File: src/rtl/lsu_pkg.sv
// rtl/lsu_pkg.sv - size codes, FSM states and byte-count helper for lsu_bus_port
package lsu_pkg;

  localparam logic [1:0] SZ_B = 2'd0;
  localparam logic [1:0] SZ_H = 2'd1;
  localparam logic [1:0] SZ_W = 2'd2;
  localparam logic [1:0] SZ_D = 2'd3;

  typedef enum logic [2:0] {
    IDLE  = 3'd0,
    BEAT1 = 3'd1,
    GAP   = 3'd2,
    BEAT2 = 3'd3,
    RESP  = 3'd4
  } state_t;

  function automatic logic [3:0] bytes_of(input logic [1:0] sz);
    return 4'd1 << sz;
  endfunction

endpackage

File: src/rtl/lsu_lane_align.sv
// rtl/lsu_lane_align.sv - store lane shift/strobes and load merge/extend
module lsu_lane_align
  import lsu_pkg::*;
#(
  parameter int XLEN = 32,
  localparam int NB = XLEN / 8,
  localparam int OW = $clog2(NB)
) (
  input  logic [OW-1:0]   off,
  input  logic [1:0]      sz,
  input  logic            sgn,
  input  logic            hi,
  input  logic            split,
  input  logic [XLEN-1:0] st_data,
  input  logic [XLEN-1:0] hold_data,
  input  logic [XLEN-1:0] bus_data,
  output logic [NB-1:0]   lane_strb,
  output logic [XLEN-1:0] lane_data,
  output logic [XLEN-1:0] ld_data
);

  logic [3:0]        nbytes;
  logic [2*NB-1:0]   strb_w;
  logic [2*XLEN-1:0] data_w;
  logic [2*XLEN-1:0] merged;
  logic [XLEN-1:0]   raw;
  logic [XLEN-1:0]   keep;
  logic              sbit;

  // Both beats are viewed as one double-width window; beat 2 is its upper half.
  always_comb begin
    nbytes    = bytes_of(sz);
    strb_w    = ((2*NB)'(1) << nbytes) - (2*NB)'(1);
    strb_w    = strb_w << off;
    data_w    = {{XLEN{1'b0}}, st_data} << (8 * off);
    lane_strb = hi ? strb_w[2*NB-1:NB] : strb_w[NB-1:0];
    lane_data = hi ? data_w[2*XLEN-1:XLEN] : data_w[XLEN-1:0];

    merged = split ? {bus_data, hold_data} : {{XLEN{1'b0}}, bus_data};
    merged = merged >> (8 * off);
    raw    = merged[XLEN-1:0];
    keep   = '0;
    sbit   = 1'b0;
    for (int i = 0; i < XLEN; i++) begin
      keep[i] = (i < 8 * int'(nbytes));
      if (i == 8 * int'(nbytes) - 1) sbit = sgn & raw[i];
    end
    ld_data = (raw & keep) | ({XLEN{sbit}} & ~keep);
  end

endmodule

File: src/rtl/lsu_bus_port.sv
// rtl/lsu_bus_port.sv - load/store bus port with split beats; LSU_TIMEOUT_EN adds a ready watchdog
module lsu_bus_port
  import lsu_pkg::*;
#(
  parameter int XLEN    = 32,
  parameter int AW      = 32,
  parameter int TIMEOUT = 255
) (
  input  logic              clk,
  input  logic              rst,
  input  logic              req_valid,
  output logic              req_ready,
  input  logic              req_write,
  input  logic [1:0]        req_size,
  input  logic              req_signed,
  input  logic [AW-1:0]     req_addr,
  input  logic [XLEN-1:0]   req_wdata,
  output logic              rsp_valid,
  output logic [XLEN-1:0]   rsp_rdata,
  output logic              rsp_err,
  output logic              busy,
  output logic [AW-1:0]     addr,
  output logic [2:0]        size,
  output logic              valid,
  output logic              write,
  output logic [XLEN/8-1:0] wstrb,
  output logic [XLEN-1:0]   wdata,
  input  logic [XLEN-1:0]   rdata,
  input  logic              ready
);

  localparam int NB = XLEN / 8;
  localparam int OW = $clog2(NB);

  state_t          state, state_nx;
  logic            r_write, r_signed, r_split, r_err;
  logic [1:0]      r_size;
  logic [AW-1:0]   r_addr;
  logic [XLEN-1:0] r_wdata, r_hold, r_rdata;
  logic [AW-1:0]   base;
  logic            in_beat, to_hit, illegal, split_req;
  logic [NB-1:0]   la_strb;
  logic [XLEN-1:0] la_data, la_ld;

  assign in_beat   = (state == BEAT1) || (state == BEAT2);
  assign base      = {r_addr[AW-1:OW], {OW{1'b0}}};
  assign illegal   = (XLEN == 32) && (req_size == SZ_D);
  assign split_req = (int'(req_addr[OW-1:0]) + int'(bytes_of(req_size))) > NB;

`ifdef LSU_TIMEOUT_EN
  localparam int CW = $clog2(TIMEOUT + 1);
  logic [CW-1:0] wd_cnt;

  always_ff @(posedge clk) begin
    if (rst || !in_beat || ready) wd_cnt <= '0;
    else                          wd_cnt <= wd_cnt + 1'b1;
  end

  assign to_hit = in_beat && !ready && (wd_cnt == CW'(TIMEOUT - 1));
`else
  logic unused_timeout;
  assign unused_timeout = (TIMEOUT == 0);
  assign to_hit = 1'b0;
`endif

  always_ff @(posedge clk) begin
    if (rst) state <= IDLE;
    else     state <= state_nx;
  end

  always_comb begin
    state_nx = state;
    unique case (state)
      IDLE:    if (req_valid) state_nx = illegal ? RESP : BEAT1;
      BEAT1:   if (ready) state_nx = r_split ? GAP : RESP;
               else if (to_hit) state_nx = RESP;
      GAP:     state_nx = BEAT2;
      BEAT2:   if (ready || to_hit) state_nx = RESP;
      RESP:    state_nx = IDLE;
      default: state_nx = IDLE;
    endcase
  end

  // Request capture, beat-1 read data hold and final response data.
  always_ff @(posedge clk) begin
    if (rst) begin
      r_write  <= 1'b0;
      r_signed <= 1'b0;
      r_split  <= 1'b0;
      r_err    <= 1'b0;
      r_size   <= '0;
      r_addr   <= '0;
      r_wdata  <= '0;
      r_hold   <= '0;
      r_rdata  <= '0;
    end else begin
      if (state == IDLE && req_valid) begin
        r_write  <= req_write;
        r_signed <= req_signed;
        r_split  <= split_req;
        r_size   <= req_size;
        r_addr   <= req_addr;
        r_wdata  <= req_wdata;
        r_err    <= illegal;
        r_rdata  <= '0;
      end
      if (state == BEAT1 && ready) begin
        r_hold <= rdata;
        if (!r_split) r_rdata <= r_write ? '0 : la_ld;
      end
      if (state == BEAT2 && ready) r_rdata <= r_write ? '0 : la_ld;
      if (to_hit) begin
        r_err   <= 1'b1;
        r_rdata <= '0;
      end
    end
  end

  lsu_lane_align #(.XLEN(XLEN)) u_align (
    .off       (r_addr[OW-1:0]),
    .sz        (r_size),
    .sgn       (r_signed),
    .hi        (state == BEAT2),
    .split     (r_split),
    .st_data   (r_wdata),
    .hold_data (r_hold),
    .bus_data  (rdata),
    .lane_strb (la_strb),
    .lane_data (la_data),
    .ld_data   (la_ld)
  );

  always_comb begin
    valid     = in_beat;
    write     = 1'b0;
    size      = '0;
    addr      = '0;
    wstrb     = '0;
    wdata     = '0;
    if (in_beat) begin
      write = r_write;
      size  = 3'(OW);
      addr  = (state == BEAT2) ? base + AW'(NB) : base;
      wstrb = la_strb;
      wdata = r_write ? la_data : '0;
    end
    rsp_valid = (state == RESP);
    rsp_err   = rsp_valid && r_err;
    rsp_rdata = rsp_valid ? r_rdata : '0;
    busy      = (state != IDLE);
    req_ready = (state == IDLE) && !rst;
  end

endmodule

File: config.mk
export PLATFORM = sky130hd
export DESIGN_NAME = lsu_bus_port
export DESIGN_NICKNAME = d
export VERILOG_FILES = /design/src/rtl/lsu_pkg.sv /design/src/rtl/lsu_lane_align.sv /design/src/rtl/lsu_bus_port.sv
export SDC_FILE = /design/constraint.sdc
export NUM_CORES = 1
export LEC_CHECK = 0
export ABC_AREA = 1
export BUFFER_PORTS_ARGS = -buffer_cell sky130_fd_sc_hd__buf_2
export CAP_MARGIN = 10
export CORE_ASPECT_RATIO = 1.2
export CORE_MARGIN = 5
export CORE_UTILIZATION = 49
export CTS_CLUSTER_SIZE = 28
export DETAILED_ROUTE_END_ITERATION = 8
export PLACE_DENSITY = 0.83
export REMOVE_ABC_BUFFERS = 1
export SLEW_MARGIN = 20
export SYNTH_ARGS = -nofsm -noshare
export SYNTH_HDL_FRONTEND = slang
export SYNTH_SLANG_ARGS = --single-unit
File: constraint.sdc
create_clock -name clk -period 1.6 [get_ports clk]
set_input_delay 0.24 -clock clk [delete_from_list [all_inputs] [get_ports clk]]
set_output_delay 0.24 -clock clk [all_outputs]
set_load 0.1 [all_outputs]
==> impl_metrics.yaml, run 1 <==
synth:
  ys_async_sr_fraction_pct: 0
  yosys_warnings: 0
  synth_seq_cells: 137
  syn_avg_cell_area_um2: 6.21
  synth-seq-area-share_pct: 32.5
  synth.distinct_cells: 45
  syn_area_mm2: 0.00845
  ys.flop_type: "dfxtp_1"
  synth_edf_count: 0
  synth_cells: 1361
clock_network:
  cts.path.max_buffers: 2
  cts_buffers: 17
  cts_root_buffer: "clkbuf_16"
  ctsHoldBuffers: 0
  clock-sinks: 137
  htreeDepth: 4
placed_design:
  place_area_mm2: 0.0125
  dp_hpwl_um: 23800
  gp_congestion: 1.03
  port_buffers: 208
timing:
  crit_endpoint: "addr[30]"
  worst_path_end_type: "primary output"
floorplan:
  initial_core_util_pct: 50.0
  die_y_um: 154
  pin_count: 213
  die_w_um: 130
  std_cell_rows: 52
outcome:
  outcome: "aborted with a tool error"
  stop_error: "[ERROR GRT-0232] Routing congestion too high. Check the congestion heatmap in the GUI."
  lastStage: "5_1_grt"
grt:
  track_usage_pct: 74.9
  gr-total-overflow: 79
  grt_max_degree: 72
==> layer usage <==
layer,overflow,global-route usage (%)
met1,2,76.6
met3,0,61.1
met4,40,75.0
met5,0,12.8
met2,37,88.7
==> Yosys cell counts (12+ instances only) <==
| master | n | area (um2) |
|---|---|---|
| a21oi_1 | 189 | 946 |
| a22oi_1 | 23 | 173 |
| buf_2 | 25 | 125 |
| clkbuf_1 | 51 | 191 |
| dfxtp_1 | 137 | 2740 |
| inv_1 | 150 | 563 |
| nand2_1 | 284 | 1070 |
| nand3_1 | 42 | 210 |
| nor2_1 | 140 | 526 |
| nor3_1 | 19 | 95.1 |
| o21ai_0 | 186 | 931 |
| xor2_1 | 12 | 105 |
==> metrics by stage <==
stage	setup slack, ns	utilization (%)	instances	TNS, ns
2_1_floorplan	-3.56	-	1271	-501.82
3_3_place_gp	-0.415	73.6	1875	-22.58
3_5_place_dp	-0.532	73.6	1875	-32.45
4_1_cts	-0.904	84.5	1930	-87.58
==> cells by family after synthesis <==
logic type	after synthesis	synth area share, %
flops	137	32.5
mux	4	0.474
xor+xnor	12	1.24
other cells	1	0.0444
buf+inv	251	12.2
simple gates	517	25.4
compound gates	436	27.6
fa+ha+maj	3	0.533
==> what timing repair did <==
item	in CTS
cloned	1
setup buffers	25
resized for setup	296
pin swaps	50
endpoints found under the setup margin	162
==> run 2: changes to the inputs <==
--- a/config.mk
+++ b/config.mk
@@ -8,12 +8,10 @@
 export ABC_AREA = 1
 export BUFFER_PORTS_ARGS = -buffer_cell sky130_fd_sc_hd__buf_2
 export CAP_MARGIN = 10
-export CORE_ASPECT_RATIO = 1.2
 export CORE_MARGIN = 5
-export CORE_UTILIZATION = 49
-export CTS_CLUSTER_SIZE = 28
+export CORE_UTILIZATION = 40
 export DETAILED_ROUTE_END_ITERATION = 8
-export PLACE_DENSITY = 0.83
+export PLACE_DENSITY_LB_ADDON = 0.15
 export REMOVE_ABC_BUFFERS = 1
 export SLEW_MARGIN = 20
 export SYNTH_ARGS = -nofsm -noshare
==> constraint.sdc (replaced) <==
create_clock -name clk -period 2.1 [get_ports clk]
set_input_delay 0.315 -clock clk [delete_from_list [all_inputs] [get_ports clk]]
set_output_delay 0.315 -clock clk [all_outputs]
set_load 0.1 [all_outputs]
==> run 2 against run 1 <==
Compared with the run above: the flow now finishes, with violations (setup timing); synthesized cell count unchanged; area after synthesis unchanged.
==> impl_metrics.yaml, run 2 <==
outcome:
  outcome: "finished with violations"
  violations: "setup timing"
clock_network:
  clk_latency_ns: 0.43
  cts_tree: "yes"
  htreeDepth: 4
  cts.path.max_buffers: 2
  clkTransAtPathRegs_ns: 0.06
  ctsHoldBuffers: 0
  cts_buffers: 17
  clock-sinks: 137
  cts_root_buffer: "clkbuf_16"
synth:
  synthAdderAreaFrac_pct: 0.533
  ys_async_sr_fraction_pct: 0
  yosys-top-cells-area: "dfxtp_1 32%, nand2_1 13%, a21oi_1 11%, o21ai_0 11%, inv_1 6.7%"
  synth_compound_area_share_pct: 27.6
  synth_cells: 1361
  synth.distinct_cells: 45
  synth_top_area_share_pct: 32.5
  synth_xor_area_share_pct: 1.24
  synth_seq_cells: 137
  synth_edf_count: 0
  yosys.area_share.simple_pct: 25.4
  ys.flop_type: "dfxtp_1"
  synth_top_area_cell: "dfxtp_1"
  syn_area_mm2: 0.00845
  synth_common_cells: "284 x nand2_1, 189 x a21oi_1, 186 x o21ai_0, 150 x inv_1, 140 x nor2_1"
  syn_avg_cell_area_um2: 6.21
  yosysMostFrequentCell: "nand2_1"
  yosys_warnings: 0
  synth-seq-area-share_pct: 32.5
  synth_top_family_by_area: "compound AO/OA/AOI/OAI gates"
  synthMuxAreaShare_pct: 0.474
routing:
  postRouteAntennaNets: 0
  drt-pass1-iter-count: 6
  routed_wl_um: 34300
  via_per_inst: 5.39
  dr.first_iter.drc_count: 794
  drcViolationCount: 0
  wl_per_cell_um: 17.9
  vias: 10400
floorplan:
  die_w_um: 155
  core-area_mm2: 0.0209
  pin_count: 213
  dieArea_mm2: 0.0241
  std_cell_rows: 53
  initial_core_util_pct: 40.5
  die_y_um: 155
hold_path:
  hold_class: "input pin to register"
grt:
  grt_pass1_wl_um: 51600
  track_usage_pct: 26.5
  first_global_vias: 10200
  gr-total-overflow: 0
  antenna_found_initial: 6
  grt_max_degree: 91
layout:
  multi_input_area_mm2: 0.00598
  final_area_mm2: 0.0144
  seqCellArea_mm2: 0.00280
  layout_commonest_cell: "nand2_1"
  area_delta_synth_final_pct: 70.4
  fin_nets: 1740
  final_cell_mix: "258 x nand2_1, 166 x a21oi_1, 156 x o21ai_0"
  fill_cells: 1624
  layout-drive-gt1-share_pct: 40.2
  fin_util_pct: 68.9
pwr:
  powerDensity_mw_per_mm2: 726
  peakVddDrop_mv: 0.566
  p_leak_nw: 5.64
  power_mw: 10.5
placed_design:
  dp_hpwl_um: 21400
  place_area_mm2: 0.0115
  port_buffers: 208
  gp_congestion: 0.897
critical_path:
  worst-r2r-cell-count: 14
  cp_max_fo: 6
  crit_required_ns: 1.78
  r2r_end: "r_hold[8]"
  worstSetupEndpointType: "output port"
  cp.arrival_ns: 2.27
  rrSetupSlack_ns: 0.08
  critPathLaunch: "state[0]"
  critPathLaunchType: "register"
  path_class: "register to output port"
  endpoint: "addr[23]"
  r2r-start: "state[0]"
timing:
  finalWorstSetupSlack_ns: -0.489
  slew_headroom_pct: 55.4
  fin_skew_ns: 0.0105
  drv_slew: 0
  clock.fmax_ghz: 0.386
  finalHoldViolCount: 0
  tightest_slew_ns: 0.662
  period_minus_slack_ns: 2.59
  setup_viol: 67
  finalCritPeriodShare_pct: 123
  setup_total_negative_slack_ns: -20.28
  grt_setup_unrepaired: "yes"
run:
  drv_cap: 0
[run 2: cell counts after synthesis]
No cell type changed its count.
[run 2: per-layer routing]
metal / GRT usage (%) / wire [um] / up-vias
met1: 31.1 / 13300 / 4811
met5: 0 / 51 / -
met4: 11.0 / 1260 / 8
met2: 44.8 / 16800 / 427
li1: - / - / 5007
met3: 8.18 / 2970 / 103
[run 2: how the worst min path moves through the flow]
stage	start	end	slack (ns)	cells after the start
detailed placement	r_signed	r_signed	0.44	2
global route	req_addr[18]	r_addr[18]	0.13	3
CTS	req_addr[22]	r_addr[22]	0.12	3
floorplan	rst	r_addr[18]	0.38	1
global placement	r_hold[5]	r_hold[5]	0.44	2
finish	req_addr[18]	r_addr[18]	0.13	3
[run 2: logic make-up (layout without fill, tap and decap cells)]
group / count (synthesis) / in the layout
mux: 4 / 4
flops: 137 / 137
compound gates: 436 / 436
xor+xnor: 12 / 12
simple gates: 517 / 518
other cells: 1 / 6
buf+inv: 251 / 532
fa+ha+maj: 3 / 3
[run 2: power by group]
| group | switching, mW | internal, mW |
|---|---|---|
| sequential | 0.223 | 2.88 |
| combinational | 2.66 | 1.33 |
| clock | 1.23 | 2.12 |
| total | 4.12 | 6.34 |
[run 2: stage by stage]
stage               hold slack [ns]  cells  setup slack (ns)
floorplan                     0.384   1271             -3.13
global placement              0.438   1825           -0.0373
detailed placement            0.444   1825            -0.133
CTS                           0.117   1894            -0.476
global route                  0.127   1923            -0.596
finish                        0.125   1923            -0.489
[run 2: worst max-delay path, cell delays in order (launching register included)]
cell     delay (ns)
dfxtp_2        0.34
inv_2          0.05
nor2_4         0.13
nand2_4        0.10
buf_4          0.18
nor2_2         0.09
nand2_2        0.11
nor2_4         0.18
nand2_2        0.10
xor2_2         0.19
nor2_2         0.16
buf_12         0.19
[run 2: final cells by class]
cell class                 count  area share, %
multi-input combinational    977           41.5
timing repair inverter         2          0.104
inverter                     158           4.44
antenna                        2         0.0348
clock buffer                  18           3.05
sequential                   137           19.5
clock inverter                14           1.41
tap                          275           2.39
timing repair buffer         340           27.6
[run 2: repair_timing]
| item | in CTS | in global routing |
|---|---|---|
| cloned | 3 | 1 |
| pin swaps | 65 | 74 |
| gates resized for setup | 348 | 119 |
| endpoints found under the setup margin | 105 | 166 |
| buffers inserted | 40 | 37 |
Note: power is estimated with default switching activity, not from simulation.
